[config.mk]
export PLATFORM = sky130hd
export DESIGN_NAME = mux_nx1_scan_flat
export DESIGN_NICKNAME = d
export VERILOG_FILES = /design/src/rtl/mux_nx1_scan_if.sv /design/src/rtl/mux_nx1_scan.sv /design/src/flat_wrapper.sv
export SDC_FILE = /design/constraint.sdc
export NUM_CORES = 1
export LEC_CHECK = 0
export ABC_AREA = 1
export BUFFER_PORTS_ARGS = -buffer_cell sky130_fd_sc_hd__buf_4
export CELL_PAD_IN_SITES_DETAIL_PLACEMENT = 1
export CELL_PAD_IN_SITES_GLOBAL_PLACEMENT = 1
export CORE_ASPECT_RATIO = 1.75
export CORE_MARGIN = 8
export CORE_UTILIZATION = 39
export CTS_CLUSTER_DIAMETER = 60
export DETAILED_ROUTE_END_ITERATION = 6
export PLACE_DENSITY = 0.81
export REMOVE_ABC_BUFFERS = 1
export SLEW_MARGIN = 20
export SYNTH_ARGS = -nofsm -noshare
export SYNTH_HDL_FRONTEND = slang
export SYNTH_SLANG_ARGS = --single-unit
[constraint.sdc]
create_clock -name clk -period 4.05 [get_ports clk]
set_input_delay 0.405 -clock clk [delete_from_list [all_inputs] [get_ports clk]]
set_output_delay 0.405 -clock clk [all_outputs]
set_load 0.02 [all_outputs]
[src/rtl/mux_nx1_scan_if.sv]
// Channel bus for mux_nx1_scan: N_CH inputs, select/mode/enable controls, one registered output.
// MUX_CH_MASK_EN adds the per-channel enable mask ch_mask.
interface mux_nx1_scan_if #(
  parameter int unsigned N_CH  = 8,
  parameter int unsigned WIDTH = 1
);
  localparam int unsigned SEL_W = ($clog2(N_CH) > 1) ? $clog2(N_CH) : 1;

  logic [N_CH*WIDTH-1:0] in;
  logic [SEL_W-1:0]      sel;
  logic                  mode;
  logic                  en;
`ifdef MUX_CH_MASK_EN
  logic [N_CH-1:0]       ch_mask;
`endif
  logic [WIDTH-1:0]      out;
  logic [SEL_W-1:0]      out_ch;
  logic                  out_valid;
  logic                  sel_err;
  logic                  scan_wrap;

`ifdef MUX_CH_MASK_EN
  modport master (output in, sel, mode, en, ch_mask,
                  input  out, out_ch, out_valid, sel_err, scan_wrap);
  modport slave  (input  in, sel, mode, en, ch_mask,
                  output out, out_ch, out_valid, sel_err, scan_wrap);
`else
  modport master (output in, sel, mode, en,
                  input  out, out_ch, out_valid, sel_err, scan_wrap);
  modport slave  (input  in, sel, mode, en,
                  output out, out_ch, out_valid, sel_err, scan_wrap);
`endif
endinterface

[src/rtl/mux_nx1_scan.sv]
// Registered N_CH:1 mux with manual select and auto-scan (programmable dwell, wrap pulse).
// Optional MUX_CH_MASK_EN: ch_mask skips disabled channels in scan and rejects them in manual.
module mux_nx1_scan #(
  parameter int unsigned N_CH  = 8,
  parameter int unsigned WIDTH = 1,
  parameter int unsigned DWELL = 4
) (
  input logic            clk,
  input logic            rst_n,
  mux_nx1_scan_if.slave  bus
);
  localparam int unsigned SEL_W = ($clog2(N_CH) > 1) ? $clog2(N_CH) : 1;
  localparam int unsigned CNT_W = ($clog2(DWELL) > 1) ? $clog2(DWELL) : 1;

  typedef enum logic [1:0] {IDLE, MANUAL, SCAN} state_t;

  state_t             state_q, state_d;
  logic [SEL_W-1:0]   ptr_q, ptr_d, ptr_next, ptr_first;
  logic [CNT_W-1:0]   cnt_q, cnt_d;
  logic [WIDTH-1:0]   out_q, out_d;
  logic [SEL_W-1:0]   out_ch_q, out_ch_d;
  logic               valid_q, valid_d;
  logic               err_q, err_d;
  logic               wrap_q, wrap_d;
  logic [N_CH-1:0]    mask;
  logic               dwell_last;
  logic               ptr_wraps;

`ifdef MUX_CH_MASK_EN
  assign mask = bus.ch_mask;
`else
  assign mask = '1;
`endif

  function automatic logic [WIDTH-1:0] pick(input logic [N_CH*WIDTH-1:0] data,
                                            input logic [SEL_W-1:0]      idx);
    pick = '0;
    for (int unsigned i = 0; i < N_CH; i++)
      if (i == 32'(idx)) pick = data[i*WIDTH +: WIDTH];
  endfunction

  // Out-of-range indices read as disabled
  function automatic logic chan_on(input logic [N_CH-1:0] m, input logic [SEL_W-1:0] idx);
    chan_on = 1'b0;
    for (int unsigned i = 0; i < N_CH; i++)
      if (i == 32'(idx)) chan_on = m[i];
  endfunction

  // Nearest enabled index after p, circularly; p itself if it is the only one
  function automatic logic [SEL_W-1:0] next_on(input logic [N_CH-1:0] m, input logic [SEL_W-1:0] p);
    int idx;
    next_on = p;
    for (int k = int'(N_CH); k >= 1; k--) begin
      idx = int'(p) + k;
      if (idx >= int'(N_CH)) idx = idx - int'(N_CH);
      if (m[idx]) next_on = SEL_W'(idx);
    end
  endfunction

  function automatic logic [SEL_W-1:0] first_on(input logic [N_CH-1:0] m);
    first_on = '0;
    for (int i = int'(N_CH) - 1; i >= 0; i--)
      if (m[i]) first_on = SEL_W'(i);
  endfunction

  always_comb begin
    ptr_next   = next_on(mask, ptr_q);
    ptr_first  = first_on(mask);
    ptr_wraps  = (ptr_next <= ptr_q);
    dwell_last = (int'(cnt_q) == int'(DWELL) - 1);
  end

  // State register
  always_ff @(posedge clk) begin
    if (!rst_n) state_q <= IDLE;
    else        state_q <= state_d;
  end

  // Next state: en gates everything, mode picks the active state
  always_comb begin
    state_d = state_q;
    if (!bus.en)       state_d = IDLE;
    else if (bus.mode) state_d = SCAN;
    else               state_d = MANUAL;
  end

  // Output/datapath next values, driven by the state held during this cycle
  always_comb begin
    out_d    = out_q;
    out_ch_d = out_ch_q;
    valid_d  = 1'b0;
    err_d    = 1'b0;
    wrap_d   = 1'b0;
    ptr_d    = ptr_q;
    cnt_d    = cnt_q;
    if (bus.en) begin
      case (state_q)
        MANUAL: begin
          if (chan_on(mask, bus.sel)) begin
            out_d    = pick(bus.in, bus.sel);
            out_ch_d = bus.sel;
            valid_d  = 1'b1;
          end else begin
            out_d    = '0;
            out_ch_d = '0;
            err_d    = 1'b1;
          end
        end
        SCAN: begin
          if (|mask) begin
            out_d    = pick(bus.in, ptr_q);
            out_ch_d = ptr_q;
            valid_d  = 1'b1;
            if (dwell_last) begin
              cnt_d  = '0;
              ptr_d  = ptr_next;
              wrap_d = ptr_wraps;
            end else begin
              cnt_d  = cnt_q + CNT_W'(1);
            end
          end
        end
        default: ;
      endcase
    end
    if (state_d == SCAN && state_q != SCAN) begin
      ptr_d = ptr_first;
      cnt_d = '0;
    end
  end

  always_ff @(posedge clk) begin
    if (!rst_n) begin
      out_q    <= '0;
      out_ch_q <= '0;
      valid_q  <= 1'b0;
      err_q    <= 1'b0;
      wrap_q   <= 1'b0;
      ptr_q    <= '0;
      cnt_q    <= '0;
    end else begin
      out_q    <= out_d;
      out_ch_q <= out_ch_d;
      valid_q  <= valid_d;
      err_q    <= err_d;
      wrap_q   <= wrap_d;
      ptr_q    <= ptr_d;
      cnt_q    <= cnt_d;
    end
  end

  assign bus.out       = out_q;
  assign bus.out_ch    = out_ch_q;
  assign bus.out_valid = valid_q;
  assign bus.sel_err   = err_q;
  assign bus.scan_wrap = wrap_q;
endmodule

[src/flat_wrapper.sv]
// flat-port wrapper written by rule: the top's interface ports become plain ports
module mux_nx1_scan_flat 
#(
  parameter int unsigned N_CH  = 8,
  parameter int unsigned WIDTH = 1,
  parameter int unsigned DWELL = 4
)
  (clk, rst_n, bus_in, bus_sel, bus_mode, bus_en, bus_out, bus_out_ch, bus_out_valid, bus_sel_err, bus_scan_wrap);
  mux_nx1_scan_if #(.N_CH(N_CH), .WIDTH(WIDTH)) bus_i ();
  input logic clk;
  input logic rst_n;
  input wire logic [$bits(bus_i.in)-1:0] bus_in;
  input wire logic [$bits(bus_i.sel)-1:0] bus_sel;
  input wire logic [$bits(bus_i.mode)-1:0] bus_mode;
  input wire logic [$bits(bus_i.en)-1:0] bus_en;
  output wire logic [$bits(bus_i.out)-1:0] bus_out;
  output wire logic [$bits(bus_i.out_ch)-1:0] bus_out_ch;
  output wire logic [$bits(bus_i.out_valid)-1:0] bus_out_valid;
  output wire logic [$bits(bus_i.sel_err)-1:0] bus_sel_err;
  output wire logic [$bits(bus_i.scan_wrap)-1:0] bus_scan_wrap;
  assign bus_i.in = bus_in;
  assign bus_i.sel = bus_sel;
  assign bus_i.mode = bus_mode;
  assign bus_i.en = bus_en;
  assign bus_out = bus_i.out;
  assign bus_out_ch = bus_i.out_ch;
  assign bus_out_valid = bus_i.out_valid;
  assign bus_sel_err = bus_i.sel_err;
  assign bus_scan_wrap = bus_i.scan_wrap;
  mux_nx1_scan #(.N_CH(N_CH), .WIDTH(WIDTH), .DWELL(DWELL)) u_core (.clk(clk), .rst_n(rst_n), .bus(bus_i));
endmodule
=== Word-level counts from Yosys, hierarchy flattened ===
Memories as Yosys holds them, arrays and structs flattened.
Cells that the tools add are included.

* RAM bits: 0
* ROM bits: 64
* Input port bits: 15
* Word-level logic and storage cells: 149
* Output and inout port bits: 7
* Bits in latches: 0
* Memories: 8
* Register bits: 14

{| class="wikitable"
|+ Memory list
! memory !! depth !! width !! rd ports !! clocked after Yosys merged registers in !! wr ports !! line !! source
|-
| (name not given) || 8 || 1 || 1 || 0 || 0 || mux_nx1_scan.sv:56 || <nowiki>if (m[idx]) next_on = SEL_W'(idx);</nowiki>
|-
| (name not given) || 8 || 1 || 1 || 0 || 0 || mux_nx1_scan.sv:56 ||
|-
| (name not given) || 8 || 1 || 1 || 0 || 0 || mux_nx1_scan.sv:56 ||
|-
| (name not given) || 8 || 1 || 1 || 0 || 0 || mux_nx1_scan.sv:56 ||
|-
| (name not given) || 8 || 1 || 1 || 0 || 0 || mux_nx1_scan.sv:56 ||
|-
| (name not given) || 8 || 1 || 1 || 0 || 0 || mux_nx1_scan.sv:56 ||
|-
| +2 memories || n/a || n/a || n/a || n/a || n/a || n/a ||
|}

* Div/mod/pow operators: 0
* Multiply operators: 0
* Reduce and logical (&&, ||, !) cells: 11
* Order comparisons: 17
* Shift operators: 0
* Equal/unequal tests: 19
* Add/sub/neg operators: 17
* Multiplexer cells: 68
* Bitwise logic cells: 1

{| class="wikitable"
|+ Operators by type and width
! cell !! number
|-
| >= comparator 32 x 5 -> 1 bit (second input constant) || 8
|-
| < comparator 32 x 5 -> 1 bit (second input constant) || 8
|-
| 2-to-1 mux 32 bit || 8
|-
| subtractor 32 x 5 -> 32 bit (second input constant) || 8
|-
| 2-to-1 mux 1 bit || 45
|-
| 2-to-1 mux 3 bit || 9
|-
| == test 3 bit (first input constant) || 8
|-
| adder 3 x 3 -> 4 bit (second input constant) || 4
|-
| == test 2 x 3 -> 1 bit (first input constant) || 4
|-
| adder 3 x 2 -> 4 bit (second input constant) || 2
|-
| == test 1 x 3 -> 1 bit (first input constant) || 2
|-
| zero test 3 bit || 2
|-
| 2-to-1 mux 2 bit || 3
|-
| case mux 3 bit (2 select lines) || 1
|-
| AND reduction 2 bit || 3
|-
| AND reduction 3 bit || 2
|-
| adder 3 x 4 -> 5 bit (second input constant) || 1
|-
| adder 3 x 1 -> 4 bit (second input constant) || 1
|-
| == test 2 x 1 -> 1 bit (second input constant) || 2
|-
| == test 2 bit (second input constant) || 2
|-
| case mux 1 bit (2 select lines) || 2
|-
| AND reduction 4 bit || 1
|-
| less-or-equal comparator 3 bit || 1
|-
| adder 2 x 1 -> 2 bit (second input constant) || 1
|-
| other kinds (5) || 5
|}

=== Depth between registers and ports, before layout ===
* Depth after elaboration: 15
* Gate-level depth with buffers: 13
* Depth with buffers taken out: 13

=== Worst setup path before layout ===
OpenSTA, ideal clock, no wires.

* Kind: register to register
* From: register u_core.ptr_q[0]
* To: register u_core.out_q, in the netlist u_core.bus.out
* Period minus slack after synthesis: 1.419 ns
* Buffers on the path: 0
* Data arrival time: 1.352 ns
* Setup slack: 2.631 ns
* Stages on the path, launching flop included: 14
* Setup time: 0.066 ns
* Data required time: 3.984 ns
* Cell sequence: dfxtp_1 ha_1 ha_1 inv_1 nand2_2 nor2_1 nand2_1 nand2_1 nand2_1 nand2_1 nand2_1 nand2_1 nand2_1 a21oi_2

* Cells in the longest elaborated chain, start to end: 10
* Elaborated cells between the ends (all ways): 17
* Those cells by class: eq/ne: 7; mux: 9; reduce/logical: 1

{| class="wikitable"
|+ Ends and longest elaborated chain
! element !! line !! source
|-
| start, declared || mux_nx1_scan.sv:18 || <nowiki>logic [SEL_W-1:0] ptr_q, ptr_d, ptr_next, ptr_first;</nowiki>
|-
| start signal, assigned || mux_nx1_scan.sv:147 || <nowiki>ptr_q <= ptr_d;</nowiki>
|-
| zero test 3 bit || mux_nx1_scan.sv:39 || <nowiki>if (i == 32'(idx)) pick = data[i*WIDTH +: WIDTH];</nowiki>
|-
| 2-to-1 mux 1 bit (7 in a row) || mux_nx1_scan.sv:39 ||
|-
| 2-to-1 mux 1 bit (*) || mux_nx1_scan.sv:39 ||
|-
| case mux 1 bit (2 select lines) (*) || mux_nx1_scan.sv:97 || <nowiki>case (state_q)</nowiki>
|-
| end signal, assigned || mux_nx1_scan.sv:142 || <nowiki>out_q <= out_d;</nowiki>
|-
| end, declared || mux_nx1_scan.sv:20 || <nowiki>logic [WIDTH-1:0] out_q, out_d;</nowiki>
|}

Every way passes the cells marked *; elsewhere a longest branch is shown, timed or not.
A chain may end at the register's enable or synchronous reset.

=== Worst setup path in the final report ===
Same ends and word-level chain as after synthesis.

==> results.md <==
* Status: completed
* Slew Viols, Final at 0
* Cell Pwr Density at about 290 nW/um2
* CP dominant cell by count: nand2_1
* Area of the core at between 2000 and 2500 um2
* Post-Layout Cell Count at approximately 180
* Setup crit start kind: register
* CTS tree: done
* Hold Buf Count CTS at 0
* Synth top area cells: dfxtp_1 31%, ha_1 14%, nand2_1 13%
* Final period utilization at 0.388
* Worst Path Arrival at around 1800 ps
* CTS max path bufs at 2
* Total GRT Usage at 0.129
* Starting Density at 0.403
* Post-synth top area share at 0.310
* Design Area, Final at between 1000 and 1500 um2
* DIE AREA at roughly 4200 um2
* Largest net degree at the start of global routing at 9
* Area Overhead vs Synth at 26.4%
* Crit Path Max Fanout at 5
* Pre-antenna DRT Iters at 4
* CTS Buf Count at 3
* Max-cap violations at 0
* 1st-iter DRT viols at 7
* Antenna Nets Post-Route at 0
* CP Data Required Time at between 4000 and 5000 ps
* Worst Path Buf+Inv at 1
* Yosys warns at 0
* Netlist cell types at 22
* Min Tclk post-route at around 1600 ps
* DPL Wire Length at roughly 2100 um
* Setup crit end kind: register
* Synth Area per Inst at between 6 and 7 um2
* Placed instance area at around 1100 um2
* H-tree depth at 1
* Reg area at around 280 um2
* Synthesized cell area at approximately 900 um2
* Nets at 180
* Row count at 23
* Die Wd at around 52 um
* Filler Cell Count at just over 300
* DR DRC count at 0
* CTS resizes at 0
* Placed insts at between 150 and 200
* # IOs at 22
* Via count at between 900 and 1k
* Initial antenna violation count at 0
* Leak at about 0.59 nW
* Maximum vdd ir drop at 0.258 mV
* Tightest Hold Check Type: in2reg
* Most frequent cells in the layout: 32 x nand2_1, 21 x buf_4, 20 x inv_1
* Port Buffer Count at 21
* Total power at ~330 uW
* Most common cell after layout, fill and taps aside: nand2_1
* WL final at 2490 um
* Cells after Synth at 130
* Yosys reg bits at 14
* Die height at about 80 um
* Skew-Pair Late Insertion Delay at around 250 ps
* Vias in the first global route at ~950
* RSZ-0062 raised after global routing: no
* CP Cell Sequence: ha_1 > ha_1 > inv_1 > nand2_2 > nor2_1 > nand2_1 > nand2_1 > nand2_1 > nand2_1 > nand2_1 > nand2_1 > nand2_1 > a21oi_2
* Diode count at 0
* Kind of critical path: reg2reg
* Synth area leader: dfxtp_1
* Routability cong. at 0.832
* Post-DR wirelength/cell at ~14 um
* Clock Sinks at 14
* Postcts setup bufs at 0
* Final hold vios at 0
* # setup viols final at 0
* F_max at about 640 MHz
* Worst Skew at roughly 0.66 ps
* Seq/Total Area, Yosys at 0.310
* Gr ovfl total at 0
* Critical Path Slowest Stage Cell: dfxtp_1
* First-pass GRT wire length at between 4000 and 5000 um
* Crit-path max cell delay at around 370 ps
* Layout cells sized above 1 at 0.227
* Area of the multi-input gates at between 500 and 600 um2
* Worst path top cell family by delay: simple AND/OR/NAND/NOR gates
* Vias per cell at 5.07
* Root Driver: clkbuf_8
* Clk slew on worst S/H paths at about 60 ps
* Final setup TNS at 0 ps
==> registers in the layout, summed over array words and instances, names as in the netlist <==
signal / flops
u_core.bus.out_ch: 3
u_core.ptr_q: 3
u_core.cnt_q: 2
u_core.state_q: 2
u_core.bus.out: 1
u_core.bus.out_valid: 1
u_core.bus.scan_wrap: 1
u_core.bus.sel_err: 1
==> Yosys cell counts <==
library cell  count
buf_2             1
nor2_1           17
a21oi_2           1
inv_2             3
ha_1             10
inv_1            20
nand2_2           3
a32o_1            3
nand3_1           3
conb_1            1
o21ai_0           4
a31o_2            1
nand2_1          32
o21ai_1           2
a21oi_1           6
a211oi_1          4
dfxtp_1          14
nor4b_2           1
o31ai_2           1
o21bai_1          1
o21a_1            1
or2_1             1
==> area by class of cell <==
class | count | area share
Timing Repair Buffer | 21 | 0.138
Clock buffer | 4 | 0.0481
Sequential cell | 14 | 0.245
Inverter | 23 | 0.0755
Tap cell | 25 | 0.0274
Multi-Input combinational cell | 92 | 0.466
==> path summary, 6_finish.rpt <==
check | slack (ps) | endpoint | cells past startpoint | startpoint
hold / removal | 320 | u_core.state_q[0]$_SDFF_PN0_ | 2 | bus_mode
setup reg to reg | 2480 | u_core.bus.out$_SDFFE_PN0P_ | 13 | u_core.ptr_q[0]$_SDFFE_PP0P_
setup / recovery | 2480 | u_core.bus.out$_SDFFE_PN0P_ | 13 | u_core.ptr_q[0]$_SDFFE_PP0P_
hold reg to reg | 490 | u_core.cnt_q[1]$_SDFFE_PP0P_ | 2 | u_core.cnt_q[1]$_SDFFE_PP0P_
==> report_power, final <==
group	internal, mW	leakage, nW	switching [mW]	total (mW)
combinational	0.0224	0.444	0.0258	0.0482
sequential	0.142	0.114	0.00227	0.144
clock	0.0863	0.0288	0.0531	0.139
==> kinds of logic (layout without fill, tap and decap cells) <==
| kind of cell | count (synthesis) | in the layout | synth area share |
|---|---|---|---|
| buffers and inverters | 24 | 48 | 0.101 |
| AND/OR/NAND/NOR | 57 | 57 | 0.264 |
| flip-flops | 14 | 14 | 0.310 |
| adder cells (fa/ha/maj) | 10 | 10 | 0.138 |
| AO/OA/AOI/OAI | 24 | 24 | 0.183 |
| other | 1 | 1 | 0.00415 |
==> routing by layer <==
metal,up-vias,routed length (um),global-route usage,part of all wire
met5,-,0,0,0
met4,0,55,0.0703,0.022
met3,4,123,0.0317,0.049
met2,17,1450,0.252,0.58
met1,429,859,0.109,0.35
li1,457,-,-,-
==> metrics by stage <==
stage          hold WS, ps  worst slack, ps  utilization
2_1_floorplan          444             2630            -
3_3_place_gp           458             2560        0.485
3_5_place_dp           484             2500        0.485
4_1_cts                319             2480        0.509
5_1_grt                314             2320        0.509
6_report               319             2480        0.509
(Power assumes the default switching activity.)
